$ cat src/rtl/dcpu16_alux_if.sv
// Request/result bundle between the DCPU16 sequencer and the multi-cycle ALU.
// Parameter: DW -- datapath width.
// The master (sequencer) side drives:
//   ena          -- global clock-enable
//   stb, opc     -- operation request and opcode
//   regA, regB   -- operands
// The slave (ALU) side returns:
//   busy         -- divider running
//   ack          -- completion pulse
//   regR, regO   -- result and overflow registers
//   CC           -- skip condition
//   rwd          -- register write data (mirror of regR)
interface dcpu16_alux_if #(
  parameter int unsigned DW = 16
);
  logic          ena;
  logic          stb;
  logic [3:0]    opc;
  logic [DW-1:0] regA;
  logic [DW-1:0] regB;
  logic          busy;
  logic          ack;
  logic [DW-1:0] regR;
  logic [DW-1:0] regO;
  logic          CC;
  logic [DW-1:0] rwd;

  modport master (
    output ena, stb, opc, regA, regB,
    input  busy, ack, regR, regO, CC, rwd
  );

  modport slave (
    input  ena, stb, opc, regA, regB,
    output busy, ack, regR, regO, CC, rwd
  );
endinterface

$ cat src/rtl/dcpu16_alux.sv
// Multi-cycle ALU for the DCPU16 execute stage.
//
// All basic opcodes complete on the accept edge, except DIV/MOD. Those run on
// an iterative restoring divider that divides {a, DW'b0} by b, so the
// quotient delivers both a/b (upper half) and the fractional part
// ((a<<DW)/b, lower half) in one pass. The partial remainder after the first
// DW quotient bits is a%b.
//
// Ports:
//   clk  -- clock
//   rst  -- synchronous active-high reset; aborts a running divide, no ack
//   bus  -- dcpu16_alux_if slave:
//     ena         -- clock-enable; low freezes every register
//     stb/opc     -- request, accepted when ena & stb & ~busy
//     regA/regB   -- operands, consumed on the accept edge
//     busy        -- divider running, stb ignored
//     ack         -- one-enabled-cycle completion pulse
//     regR/regO   -- result / overflow registers
//     CC          -- skip condition
//     rwd         -- write data, equal to regR
//
// Build option: define DCPU16_ALU_RADIX4_EN to retire two quotient bits per
// enabled cycle (DIV/MOD latency DW+1 instead of 2*DW+1). DW must be even in
// that build. Results are identical in both builds.
module dcpu16_alux #(
  parameter int unsigned DW = 16
) (
  input logic          clk,
  input logic          rst,
  dcpu16_alux_if.slave bus
);

  localparam int unsigned CNTW = $clog2(2 * DW) + 1;

`ifdef DCPU16_ALU_RADIX4_EN
  localparam int unsigned Iters = DW;
`else
  localparam int unsigned Iters = 2 * DW;
`endif
  // Counter value once the first DW quotient bits are done.
  localparam int unsigned ModIters = Iters / 2;

  // Shift amounts at or beyond this clear both halves.
  localparam logic [DW-1:0] ShLimit = DW'(2 * DW);

  localparam logic [3:0] OpJsr = 4'h0;
  localparam logic [3:0] OpSet = 4'h1;
  localparam logic [3:0] OpAdd = 4'h2;
  localparam logic [3:0] OpSub = 4'h3;
  localparam logic [3:0] OpMul = 4'h4;
  localparam logic [3:0] OpDiv = 4'h5;
  localparam logic [3:0] OpMod = 4'h6;
  localparam logic [3:0] OpShl = 4'h7;
  localparam logic [3:0] OpShr = 4'h8;
  localparam logic [3:0] OpAnd = 4'h9;
  localparam logic [3:0] OpBor = 4'hA;
  localparam logic [3:0] OpXor = 4'hB;
  localparam logic [3:0] OpIfe = 4'hC;
  localparam logic [3:0] OpIfn = 4'hD;
  localparam logic [3:0] OpIfg = 4'hE;
  localparam logic [3:0] OpIfb = 4'hF;

  typedef enum logic [1:0] {StIdle, StDiv, StFin} state_e;

  state_e          state_q, state_d;
  logic [CNTW-1:0] cnt_q, cnt_d;
  logic [2*DW-1:0] dvd_q, dvd_d;    // dividend, consumed MSB first
  logic [2*DW-1:0] quo_q, quo_d;    // quotient, shifted in LSB first
  logic [DW-1:0]   rem_q, rem_d;    // partial remainder, always < divisor
  logic [DW-1:0]   dsr_q, dsr_d;    // latched divisor
  logic [DW-1:0]   mod_q, mod_d;    // remainder snapshot = a%b
  logic            is_mod_q, is_mod_d;
  logic            bzero_q, bzero_d;
  logic [DW-1:0]   r_q, r_d;
  logic [DW-1:0]   o_q, o_d;
  logic            cc_q, cc_d;
  logic            ack_q, ack_d;

  logic [DW-1:0]   a;
  logic [DW-1:0]   b;

  assign a = bus.regA;
  assign b = bus.regB;

  // One restoring step: returns {quotient bit, new remainder}.
  function automatic logic [DW:0] div_step(input logic [DW-1:0] rem,
                                           input logic          bit_in,
                                           input logic [DW-1:0] d);
    logic [DW:0] sh;
    logic [DW:0] sub;
    sh  = {rem, bit_in};
    sub = sh - {1'b0, d};
    if (sh >= {1'b0, d}) begin
      return {1'b1, sub[DW-1:0]};
    end
    return {1'b0, sh[DW-1:0]};
  endfunction

  // Single-cycle datapath.
  logic [DW:0]     sum;
  logic [DW:0]     dif;
  logic [2*DW-1:0] prod;
  logic            sh_big;
  logic [2*DW-1:0] shl_w;
  logic [2*DW-1:0] shr_w;

  assign sum    = {1'b0, a} + {1'b0, b};
  assign dif    = {1'b0, a} - {1'b0, b};
  assign prod   = {{DW{1'b0}}, a} * {{DW{1'b0}}, b};
  assign sh_big = (b >= ShLimit);
  assign shl_w  = sh_big ? '0 : ({{DW{1'b0}}, a} << b);
  // Upper half is a>>b, lower half the bits shifted out.
  assign shr_w  = sh_big ? '0 : ({a, {DW{1'b0}}} >> b);

  // Divider iteration datapath.
  logic [DW:0]     st1;
  logic [DW-1:0]   rem_nx;
  logic [2*DW-1:0] dvd_nx;
  logic [2*DW-1:0] quo_nx;

  assign st1 = div_step(rem_q, dvd_q[2*DW-1], dsr_q);

`ifdef DCPU16_ALU_RADIX4_EN
  logic [DW:0] st2;

  assign st2    = div_step(st1[DW-1:0], dvd_q[2*DW-2], dsr_q);
  assign rem_nx = st2[DW-1:0];
  assign dvd_nx = {dvd_q[2*DW-3:0], 2'b00};
  assign quo_nx = {quo_q[2*DW-3:0], st1[DW], st2[DW]};
`else
  assign rem_nx = st1[DW-1:0];
  assign dvd_nx = {dvd_q[2*DW-2:0], 1'b0};
  assign quo_nx = {quo_q[2*DW-2:0], st1[DW]};
`endif

  always_comb begin
    state_d  = state_q;
    cnt_d    = cnt_q;
    dvd_d    = dvd_q;
    quo_d    = quo_q;
    rem_d    = rem_q;
    dsr_d    = dsr_q;
    mod_d    = mod_q;
    is_mod_d = is_mod_q;
    bzero_d  = bzero_q;
    r_d      = r_q;
    o_d      = o_q;
    cc_d     = cc_q;
    ack_d    = 1'b0;

    unique case (state_q)
      StIdle: begin
        // ena gating lives in the register process.
        if (bus.stb) begin
          cc_d  = 1'b1;
          ack_d = 1'b1;
          unique case (bus.opc)
            OpJsr, OpSet: r_d = b;
            OpAdd: begin
              r_d = sum[DW-1:0];
              o_d = {{(DW-1){1'b0}}, sum[DW]};
            end
            OpSub: begin
              r_d = dif[DW-1:0];
              o_d = {DW{dif[DW]}};
            end
            OpMul: {o_d, r_d} = prod;
            OpDiv, OpMod: begin
              ack_d    = 1'b0;
              is_mod_d = (bus.opc == OpMod);
              dvd_d    = {a, {DW{1'b0}}};
              dsr_d    = b;
              rem_d    = '0;
              quo_d    = '0;
              mod_d    = '0;
              cnt_d    = CNTW'(Iters);
              bzero_d  = (b == '0);
              state_d  = (b == '0) ? StFin : StDiv;
            end
            OpShl: {o_d, r_d} = shl_w;
            OpShr: begin
              r_d = shr_w[2*DW-1:DW];
              o_d = shr_w[DW-1:0];
            end
            OpAnd: r_d = a & b;
            OpBor: r_d = a | b;
            OpXor: r_d = a ^ b;
            OpIfe: cc_d = (a == b);
            OpIfn: cc_d = (a != b);
            OpIfg: cc_d = (a > b);
            OpIfb: cc_d = |(a & b);
            default: ;
          endcase
        end
      end

      StDiv: begin
        rem_d = rem_nx;
        dvd_d = dvd_nx;
        quo_d = quo_nx;
        cnt_d = cnt_q - CNTW'(1);
        if (cnt_d == CNTW'(ModIters)) begin
          mod_d = rem_nx;
        end
        if (cnt_d == '0) begin
          state_d = StFin;
        end
      end

      StFin: begin
        state_d = StIdle;
        ack_d   = 1'b1;
        if (bzero_q) begin
          r_d = '0;
          if (!is_mod_q) begin
            o_d = '0;
          end
        end else if (is_mod_q) begin
          r_d = mod_q;
        end else begin
          {r_d, o_d} = quo_q;
        end
      end

      default: state_d = StIdle;
    endcase
  end

  always_ff @(posedge clk) begin
    if (rst) begin
      state_q  <= StIdle;
      cnt_q    <= '0;
      dvd_q    <= '0;
      quo_q    <= '0;
      rem_q    <= '0;
      dsr_q    <= '0;
      mod_q    <= '0;
      is_mod_q <= 1'b0;
      bzero_q  <= 1'b0;
      r_q      <= '0;
      o_q      <= '0;
      cc_q     <= 1'b0;
      ack_q    <= 1'b0;
    end else if (bus.ena) begin
      state_q  <= state_d;
      cnt_q    <= cnt_d;
      dvd_q    <= dvd_d;
      quo_q    <= quo_d;
      rem_q    <= rem_d;
      dsr_q    <= dsr_d;
      mod_q    <= mod_d;
      is_mod_q <= is_mod_d;
      bzero_q  <= bzero_d;
      r_q      <= r_d;
      o_q      <= o_d;
      cc_q     <= cc_d;
      ack_q    <= ack_d;
    end
  end

  // FIN still counts as busy, so the earliest new accept is after the ack.
  assign bus.busy = (state_q != StIdle);
  assign bus.ack  = ack_q;
  assign bus.regR = r_q;
  assign bus.regO = o_q;
  assign bus.CC   = cc_q;
  assign bus.rwd  = r_q;

endmodule
$ cat src/flat_wrapper.sv
// flat-port wrapper written by rule: the top's interface ports become plain ports
module dcpu16_alux_flat 
#(
  parameter int unsigned DW = 16
)
  (clk, rst, bus_ena, bus_stb, bus_opc, bus_regA, bus_regB, bus_busy, bus_ack, bus_regR, bus_regO, bus_CC, bus_rwd);
  dcpu16_alux_if #(.DW(DW)) bus_i ();
  input logic clk;
  input logic rst;
  input wire logic [$bits(bus_i.ena)-1:0] bus_ena;
  input wire logic [$bits(bus_i.stb)-1:0] bus_stb;
  input wire logic [$bits(bus_i.opc)-1:0] bus_opc;
  input wire logic [$bits(bus_i.regA)-1:0] bus_regA;
  input wire logic [$bits(bus_i.regB)-1:0] bus_regB;
  output wire logic [$bits(bus_i.busy)-1:0] bus_busy;
  output wire logic [$bits(bus_i.ack)-1:0] bus_ack;
  output wire logic [$bits(bus_i.regR)-1:0] bus_regR;
  output wire logic [$bits(bus_i.regO)-1:0] bus_regO;
  output wire logic [$bits(bus_i.CC)-1:0] bus_CC;
  output wire logic [$bits(bus_i.rwd)-1:0] bus_rwd;
  assign bus_i.ena = bus_ena;
  assign bus_i.stb = bus_stb;
  assign bus_i.opc = bus_opc;
  assign bus_i.regA = bus_regA;
  assign bus_i.regB = bus_regB;
  assign bus_busy = bus_i.busy;
  assign bus_ack = bus_i.ack;
  assign bus_regR = bus_i.regR;
  assign bus_regO = bus_i.regO;
  assign bus_CC = bus_i.CC;
  assign bus_rwd = bus_i.rwd;
  dcpu16_alux #(.DW(DW)) u_core (.clk(clk), .rst(rst), .bus(bus_i));
endmodule
$ cat config.mk
export PLATFORM = sky130hd
export DESIGN_NAME = dcpu16_alux_flat
export DESIGN_NICKNAME = d
export VERILOG_FILES = /design/src/rtl/dcpu16_alux_if.sv /design/src/rtl/dcpu16_alux.sv /design/src/flat_wrapper.sv
export SDC_FILE = /design/constraint.sdc
export NUM_CORES = 1
export LEC_CHECK = 0
export CORE_MARGIN = 3
export CORE_UTILIZATION = 25
export CTS_CLUSTER_SIZE = 30
export DETAILED_ROUTE_END_ITERATION = 8
export GPL_ROUTABILITY_DRIVEN = 0
export GPL_TIMING_DRIVEN = 0
export PLACE_DENSITY_LB_ADDON = 0.12
export SLEW_MARGIN = 20
export SYNTH_ARGS = -nofsm -noshare
export SYNTH_HDL_FRONTEND = slang
export SYNTH_SLANG_ARGS = --single-unit
$ cat constraint.sdc
create_clock -name clk -period 8.9 [get_ports clk]
set_input_delay 1.78 -clock clk [delete_from_list [all_inputs] [get_ports clk]]
set_output_delay 1.78 -clock clk [all_outputs]
set_load 0.005 [all_outputs]
==> qor.yml <==
run_status:
  status: "finished clean"
cts:
  clock_tree_from_tritoncts: "yes"
  cts-root-buf: "clkbuf_16"
  cts.reportedPaths.clkPinSlew_ps: 60
  cts_made_buffers: 17
  clk-insertion-delay-late_ps: 440
  clkSinkCount: 140
  h-tree-depth: 4
  holdBufCountCts: 0
  clk_path_buf_depth: 2
synthesis:
  yosysUniqueCellTypes: 96
  yosys_warnings: 0
  synth_area_sq_mm: 0.0202
  synth.area.mux_share_pct: 5.08
  yosys.area.top_type: "fa_1"
  yosys_register_bits: 140
  synth-compound-area-share_pct: 20.6
  synth_top_family_by_area: "adder cells"
  synth-adder-area-share_pct: 30.0
  yosys.cell_count.top_type: "nand2_1"
  synth_nets: 3016
  yosys-top-cells-count: "354 x nand2_1, 300 x inv_1, 300 x nor2_1"
  synth_edf_count: 0
  ys_dominant_reg_cell: "dfxtp_1"
  synth_area_per_inst_sq_um: 7.75
  synth_top_cell_area_share_pct: 19.5
  syn_inst: 2609
  yosys.area_share.xor_xnor_pct: 2.25
  async_flop_share_pct: 0
  synth_simple_gate_area_share_pct: 18.2
  seq_area_frac_synth_pct: 13.9
  netlist_top_cells_area: "fa_1 20%, dfxtp_1 14%, ha_1 11%, nand2_1 6.6%, inv_1 5.6%"
timing:
  final.period_utilization_pct: 97.1
  finalSetupViolCount: 0
  slew_viol_final: 0
  fin_tns_setup_ps: 0
  tightestPinTransition_ps: 1090
  timing.slew.headroom_pct: 26.9
  maxClockFrequency_ghz: 0.116
  post_route_worst_hold_slack_ps: 456
  timing.clock.skew_ps: 11.7
  timing_hold_violations_final: 0
  worst_slack_ps: 261
  post-route-min-period_ps: 8640
setup_path:
  critical_path.top_delay_family: "adder cells"
  critical_path.max_stage_delay_ps: 810
  timing.setup.critical_path_class: "input port to flop"
  cp_slowest_cell: "clkdlybuf4s50_1"
  startpoint_type: "input port"
  cp_cell_sequence: "clkdlybuf4s50_1, clkinv_2, nor2_1, fa_1, inv_1, fa_1, fa_1, fa_1, inv_1, fa_1, inv_1, fa_1, inv_1, ha_1, o21a_1, a21oi_1, nand3_1, a21bo_2, xnor2_1, o221ai_1, a221oi_1, nor3_1"
  path_max_fanout: 9
  crit_arrival_ps: 8940
  crit_top_cell: "fa_1"
  timing.critical_path.required_ps: 9210
  worstSetupEndpointType: "flop"
  timing.critical_path.buf_inv: 6
power_and_ir_drop:
  pwr-share-comb_pct: 79.7
  tot_pwr_uw: 6750
  peakVddDrop_mv: 0.241
  p_leak_uw: 0.00974
  power.density_cell_area_mw_per_mm2: 291
  sw_ratio_pct: 55.6
  internal_power_uw: 3000
  power.sequential.fraction_pct: 9.8
  switching_power_uw: 3760
  power_frac_clock_pct: 10.5
place:
  place.detailed.hpwl_um: 81400
  dp_worst_setup_slack_ps: -1870
  port_buffers: 88
  place.detailed.instances: 3748
cells_and_area:
  final_layout_size_suffix_gt1_share_pct: 8.69
  finalNonFillerCells: 3779
  areaGrowthSynthToFinish_pct: 14.9
  num-nets-final: 3123
  fillCellCount: 8658
global_route:
  grt_first_pass_wirelength_um: 145000
  grt.total_usage_pct: 23.1
  maximum_number_of_pins_on_one_net_before_global_route_repair: 29
  grt_pass1_vias: 20800
  antenna_found_initial: 5
  globalRoute.totalOverflow: 0
floorplan:
  die_height_um: 290
  boundaryPins: 91
  floorplan.initialDensity_pct: 25.4
  placeable_core_region_sq_mm: 0.0795
  die_w_um: 290
  fp-row-count: 103
  fp.dieArea_sq_mm: 0.0843
run:
  max_cap_viol_count: 0
detailed_routing:
  drt_wirelength_um: 99100
  post_drt_via_cell_ratio: 5.43
  dr.first_iter.drc_count: 2073
  drtAntennaViolNets: 0
  num_vias: 20500
  route.detailed.drc: 0
  wl_cell_um: 26.2
  drt_pre_antenna_iters: 6
min_path:
  hold_path_class: "flop to flop"
[flip-flops by register name (all words and copies together), names as in the netlist]
register	count
u_core.quo_q	32
u_core.bus.regO	16
u_core.bus.regR	16
u_core.dsr_q	16
u_core.dvd_q	16
u_core.mod_q	16
u_core.rem_q	16
u_core.cnt_q	6
u_core.state_q	2
u_core.bus.CC	1
u_core.bus.ack	1
u_core.bzero_q	1
u_core.is_mod_q	1
[worst reg2reg max path, stage by stage (launching register included)]
cell	delay, ps
dfxtp_1	360
buf_1	410
nand2_1	130
nor2_1	270
buf_2	310
clkbuf_1	520
a21oi_1	280
o211ai_1	300
a21oi_1	170
a211oi_1	220
[routing by layer]
| metal | global-route usage [%] | part of all wire (%) | wire length [um] | vias up |
|---|---|---|---|---|
| met5 | 0 | 0.011 | 11 | - |
| met4 | 9.58 | 4.5 | 4440 | 2 |
| met3 | 4.08 | 7.3 | 7270 | 227 |
| met2 | 36.6 | 45 | 44200 | 945 |
| met1 | 30.9 | 44 | 43200 | 10300 |
| li1 | - | - | - | 9059 |
[repair_timing]
item,CTS,global route
pin swaps,2,0
resized for setup,66,70
setup buffers,3,10
endpoints found under the setup margin,21,13
[power by group through the flow]
stage,sequential [uW],clock (uW),combinational (uW)
global route,662,752,5890
CTS,660,726,5280
detailed placement,674,0,5190
floorplan,666,0,3360
finish,660,712,5380
global placement,673,0,5180
[cells in the final DEF (no fill, tap or decap), types with 11 or more instances in the layout]
| cell | synthesis | layout |
|---|---|---|
| a211oi_1 | 26 | 26 |
| a21o_1 | 16 | 16 |
| a21oi_1 | 167 | 164 |
| a221oi_1 | 19 | 19 |
| a22oi_1 | 55 | 55 |
| a311oi_1 | 22 | 22 |
| a31oi_1 | 25 | 25 |
| and2_1 | 13 | 13 |
| buf_2 | 33 | 32 |
| buf_4 | 25 | 44 |
| clkbuf_1 | 107 | 66 |
| clkbuf_16 | 0 | 17 |
| clkbuf_2 | 0 | 25 |
| clkdlybuf4s50_1 | 0 | 76 |
| clkinvlp_4 | 0 | 12 |
| dfxtp_1 | 140 | 140 |
| fa_1 | 197 | 197 |
| ha_1 | 170 | 170 |
| inv_1 | 300 | 294 |
| mux2_2 | 27 | 27 |
| mux2i_1 | 43 | 43 |
| mux4_2 | 13 | 13 |
| nand2_1 | 354 | 354 |
| nand2b_1 | 16 | 16 |
| nand3_1 | 30 | 30 |
| nand4_1 | 19 | 19 |
| nor2_1 | 300 | 300 |
| nor2b_1 | 16 | 16 |
| nor3_1 | 45 | 44 |
| o211ai_1 | 19 | 19 |
| o21a_1 | 14 | 14 |
| o21ai_0 | 118 | 117 |
| o22ai_1 | 13 | 13 |
| o31ai_1 | 11 | 11 |
| xnor2_1 | 37 | 37 |
| xor2_1 | 15 | 15 |
[stage by stage]
stage | cell area [sq um] | utilization, %
CTS | 23100 | 29.1
floorplan | 20200 | -
detailed placement | 22400 | 28.2
global route | 23200 | 29.2
finish | 23200 | 29.2
global placement | 22400 | 28.2
[final cells by class]
type                    count  area, sq um  area share (%)
diodes                      1         2.50          0.0108
repair buffers            102          983            4.23
clock inverters            12          123           0.528
clock buffers              19          453            1.95
plain buffers             171          911            3.92
flip-flops and latches    140         2800            12.1
well taps                1050         1310            5.65
inverters                 311         1210            5.21
multi-input cells        1973        15400            66.4
[cells by family (layout without fill, tap and decap cells)]
group,count (synthesis),in the layout
AOI/OAI and AO/OA,621,621
other,0,1
adders and majority gates,367,367
buffers and inverters,496,615
DFF,140,140
and+or+nand+nor,850,850
muxes,83,83
xor gates and xnor gates,52,52
[final timing paths]
check,startpoint,to,slack (ps),cells past startpoint
hold reg to reg,u_core.dsr_q[4]$_SDFFE_PP0P_,u_core.dsr_q[4]$_SDFFE_PP0P_,460,2
setup / recovery,bus_regA[5],u_core.bus.regR[14]$_SDFFE_PP0P_,260,22
setup reg to reg,u_core.state_q[1]$_SDFFE_PP0P_,u_core.bus.regO[10]$_SDFFE_PP0P_,5850,9
hold / removal,u_core.dsr_q[4]$_SDFFE_PP0P_,u_core.dsr_q[4]$_SDFFE_PP0P_,460,2
No activity file was read; power rests on OpenSTA's default activity.
